`src/rtl/msg_loader.sv`:
```
// rtl/msg_loader.sv - assembles a character stream into a fixed-size message buffer
// Index 0 lands in the most-significant character slot; bytes not written read zero.
module msg_loader #(
    parameter int MESSAGE_LENGTH = 160,
    parameter int CHAR_LENGTH    = 8
) (
    input  logic                                  clk,
    input  logic                                  reset,
    input  logic                                  in_valid,
    output logic                                  in_ready,
    input  logic [CHAR_LENGTH-1:0]                in_char,
    input  logic                                  in_last,
    output logic [CHAR_LENGTH*MESSAGE_LENGTH-1:0] msg,
    output logic [7:0]                            length,
    output logic                                  msg_valid,
    input  logic                                  msg_ready,
    output logic                                  overflow
);

    localparam int IDX_W = (MESSAGE_LENGTH > 1) ? $clog2(MESSAGE_LENGTH) : 1;
    localparam logic [7:0] MAX_LEN = 8'(MESSAGE_LENGTH);

    typedef enum logic [1:0] {
        IDLE,
        LOAD,
        HOLD
    } state_t;

    state_t                 state;
    logic [CHAR_LENGTH-1:0] buffer [MESSAGE_LENGTH];
    logic                   xfer;

    assign xfer = in_valid & in_ready;

    always_ff @(posedge clk or negedge reset) begin
        if (!reset) begin
            state     <= IDLE;
            in_ready  <= 1'b0;
            msg_valid <= 1'b0;
            length    <= '0;
            overflow  <= 1'b0;
            for (int i = 0; i < MESSAGE_LENGTH; i++) begin
                buffer[i] <= '0;
            end
        end else begin
            case (state)
                IDLE: begin
                    // in_ready is registered, so it first rises one edge after reset release
                    in_ready <= 1'b1;
                    if (xfer) begin
                        for (int i = 1; i < MESSAGE_LENGTH; i++) begin
                            buffer[i] <= '0;
                        end
                        buffer[0] <= in_char;
                        length    <= 8'd1;
                        overflow  <= 1'b0;
                        if (in_last) begin
                            state     <= HOLD;
                            in_ready  <= 1'b0;
                            msg_valid <= 1'b1;
                        end else begin
                            state <= LOAD;
                        end
                    end
                end
                LOAD: begin
                    if (xfer) begin
                        // A full buffer drops further characters and flags the message
                        if (length < MAX_LEN) begin
                            buffer[length[IDX_W-1:0]] <= in_char;
                            length                    <= length + 8'd1;
                        end else begin
                            overflow <= 1'b1;
                        end
                        if (in_last) begin
                            state     <= HOLD;
                            in_ready  <= 1'b0;
                            msg_valid <= 1'b1;
                        end
                    end
                end
                HOLD: begin
                    if (msg_ready) begin
                        state     <= IDLE;
                        in_ready  <= 1'b1;
                        msg_valid <= 1'b0;
                    end
                end
                default: begin
                    state     <= IDLE;
                    in_ready  <= 1'b0;
                    msg_valid <= 1'b0;
                end
            endcase
        end
    end

    for (genvar i = 0; i < MESSAGE_LENGTH; i++) begin : g_pack
        assign msg[CHAR_LENGTH*(MESSAGE_LENGTH-i)-1 -: CHAR_LENGTH] = buffer[i];
    end

endmodule
```
`config.mk`:
```
export PLATFORM = sky130hd
export DESIGN_NAME = msg_loader
export DESIGN_NICKNAME = d
export VERILOG_FILES = /design/src/rtl/msg_loader.sv
export SDC_FILE = /design/constraint.sdc
export NUM_CORES = 2
export LEC_CHECK = 0
export ABC_AREA = 1
export BUFFER_PORTS_ARGS = -buffer_cell sky130_fd_sc_hd__buf_4
export CELL_PAD_IN_SITES_DETAIL_PLACEMENT = 1
export CELL_PAD_IN_SITES_GLOBAL_PLACEMENT = 1
export CORE_AREA = 2 2 507 509
export DETAILED_ROUTE_END_ITERATION = 10
export DIE_AREA = 0 0 509 511
export GPL_TIMING_DRIVEN = 1
export PLACE_DENSITY = 0.54
export REMOVE_ABC_BUFFERS = 1
export SYNTH_ARGS = -nofsm -noshare
export SYNTH_HDL_FRONTEND = slang
export SYNTH_SLANG_ARGS = --single-unit
```
`constraint.sdc`:
```
create_clock -name clk -period 2.2 [get_ports clk]
set_input_delay 0.44 -clock clk [delete_from_list [all_inputs] [get_ports clk]]
set_output_delay 0.44 -clock clk [all_outputs]
set_load 0.03 [all_outputs]
```
==> results.py <==
metrics = {
    "status": {
        "outcome": "finished clean",
    },
    "global_routing": {
        "grt_pass1_wl_um": 391000,
        "grt_max_degree": 91,
        "first_global_vias": 50073,
        "antenna_found_initial": 17,
        "overflow": 0,
        "grt_usage": 0.209,
    },
    "clock_tree": {
        "clk_latency_ns": 0.81,
        "cts_root_buffer": "clkbuf_16",
        "cts_buffers": 159,
        "cts_sinks": 1293,
        "tritoncts": "done",
        "htreeDepth": 4,
        "clk_pin_slew_ns": 0.06,
        "clock_path_buffers": 3,
    },
    "layout": {
        "syn_to_final_growth_pct": 45.4,
        "fin_area_um2": 75000,
        "multiInputGateArea_um2": 18300,
        "finalNonFillerCells": 11263,
        "nFillCells": 29909,
        "seq_area_um2": 32400,
        "utilization": 0.294,
        "nets": 7771,
        "layout-drive-gt1-share": 0.283,
    },
    "critical_path": {
        "crit_fanout": 9,
        "arrival_ns": 2.80,
        "worst-endpoint-required_ns": 2.93,
        "crit_chain": "inv_1 > ha_1 > inv_1 > nor2_4 > buf_12 > nand2_1 > nor2_2 > nand2_1 > nand2_1",
        "cp_common_cell": "nand2_1",
        "cp_slowest_cell": "dfrtp_1",
        "crit_type": "reg -> reg",
        "slowest_delay_ns": 0.42,
        "critPathCaptureType": "flip-flop",
        "critPathLaunchType": "flip-flop",
    },
    "timing": {
        "maxSlewViolCount": 0,
        "fin_crit_sh": 0.943,
        "worst_pin_slew_ns": 0.652,
        "finalWorstSetupSlack_ns": 0.126,
        "hold_viol_final": 0,
        "slew_headroom": 0.564,
        "setup_violations": 0,
        "fin_skew_ns": 0.0345,
        "layout_min_cycle_time_ns": 2.07,
        "rsz0062_at_grt": "true",
        "fmax_mhz": 482,
    },
    "die": {
        "core_um2": 255000,
        "rows": 186,
        "dieWidth_um": 509,
        "die-area_um2": 260000,
        "io_pins": 1304,
        "start_util": 0.202,
        "die_h_um": 511,
    },
    "logic_synthesis": {
        "seq_area_frac_synth": 0.628,
        "synth_cells": 6096,
        "yosys_register_bits": 1293,
        "yosysWarningCount": 0,
        "synth_area_um2": 51600,
        "syn_avg_cell_area_um2": 8.46,
        "yosys.cell_types.count": 19,
    },
    "drt": {
        "vias_per_cell": 4.21,
        "wire_per_inst_um": 24.8,
        "post-route-drc-count": 0,
        "ant_nets": 0,
        "drt_iter0_markers": 3112,
        "via_count": 47455,
        "routed_wl_um": 280000,
        "first_pass_iters": 5,
    },
    "power_and_ir_drop": {
        "vdd.ir_drop.worst_uv": 783,
        "p_leak_nw": 41.9,
        "power.density_nw_per_um2": 915,
        "power_mw": 68.6,
    },
    "hold_path": {
        "holdCritPathClass": "in -> reg",
    },
    "placed_design": {
        "place_congestion": 0.822,
        "port_buffers": 1303,
        "place_inst": 10959,
        "pre_cts_ws_ns": -0.293,
        "dp_hpwl_um": 209000,
        "place_area_um2": 69200,
    },
    "run": {
        "cap_violations": 0,
    },
}
[cell usage after synthesis]
cell type     n  share of area
nor2_4       22         0.0048
nand3_1      40         0.0039
inv_2        17         0.0012
buf_6         4        0.00087
nand2_2     107          0.013
nand4_1       3        0.00036
nor2_2      132          0.016
o21ai_1       1       0.000097
nand2_1    4187           0.30
ha_1          4        0.00097
dfrtp_1    1293           0.63
o21ai_0      32         0.0031
a21oi_1       6        0.00058
buf_4        31         0.0045
a31oi_1       1        0.00012
inv_1        17         0.0012
clkbuf_1     64         0.0047
nor2_1       37         0.0027
buf_2        98         0.0095
[kinds of logic after synthesis]
group / count (synthesis) / synth area share
DFF: 1293 / 0.628
buffers and inverters: 231 / 0.0220
AOI/OAI and AO/OA: 40 / 0.00391
adders and majority gates: 4 / 0.000971
and+or+nand+nor: 4528 / 0.346
[worst max-delay path, delay by kind of cell (launching register included)]
kind	cells	cell delay, ns
DFF	1	0.42
and+or+nand+nor	5	0.88
adders and majority gates	1	0.15
buffers and inverters	3	0.52
[power breakdown]
group | switching [mW] | internal [mW]
Combinational | 13.1 | 4.32
Sequential | 0.220 | 24.0
Clock | 11.5 | 15.6
Total | 24.7 | 43.9
[repair_timing]
item                                    CTS  global route
endpoints found under the setup margin   96           248
hold buffers                             12             0
hold endpoints to repair                497             0
buffers inserted                          3             1
pin swaps                                 1             0
gates cloned                              0             2
resized for setup                         2            55
[through the flow]
stage               hold WS [ns]  setup TNS [ns]
floorplan                  0.144        -2427.01
global placement           0.394           -9.18
detailed placement         0.397          -11.68
CTS                       0.0443               0
global route               0.153         -0.0927
finish                     0.127               0
[area by class of cell]
type	instances	share of cell area
Timing Repair Buffer	1692	0.193
Multi-Input combinational cell	4572	0.244
Tap cell	3384	0.0565
Clock inverter	47	0.00810
Timing Repair inverter	2	0.000234
Inverter	34	0.00304
Antenna cell	2	0.0000668
Sequential cell	1293	0.432
Clock buffer	237	0.0628
[registers in the layout, summed over array words and instances (netlist names)]
signal     flops
in_ready       1
msg_valid      1
length         8
msg         1280
overflow       1
state          2
[final timing paths]
kind                           start   endpoint  slack (ns)  cells past startpoint
max in group asynchronous      reset   msg[308]        1.03                      3
setup reg to reg           length[1]    msg[53]        0.13                      9
setup / recovery           length[1]    msg[53]        0.13                      9
hold / removal              in_valid   state[0]        0.13                      6
hold reg to reg             msg[571]   msg[571]        0.47                      2
min in group asynchronous      reset  msg_valid        0.23                      2
[layer usage]
metal	wire (µm)	global-route usage
met5	16	0
met3	22300	0.0662
met4	9730	0.0707
met1	116000	0.256
met2	132000	0.346
[layout by cell type, fill, tap and decap left out, drive strengths merged]
master and count:
bufinv 8, nand4 3, dfrtp 1293, clkinvlp 6
nand3 40, buf 1680, clkinv 32, diode 2
o21ai 33, a31oi 1, dlygate4sd3 12, nand2 4294
clkbuf 237, inv 37, nor2 191, a21oi 6
ha 4
(Power assumes the default switching activity.)
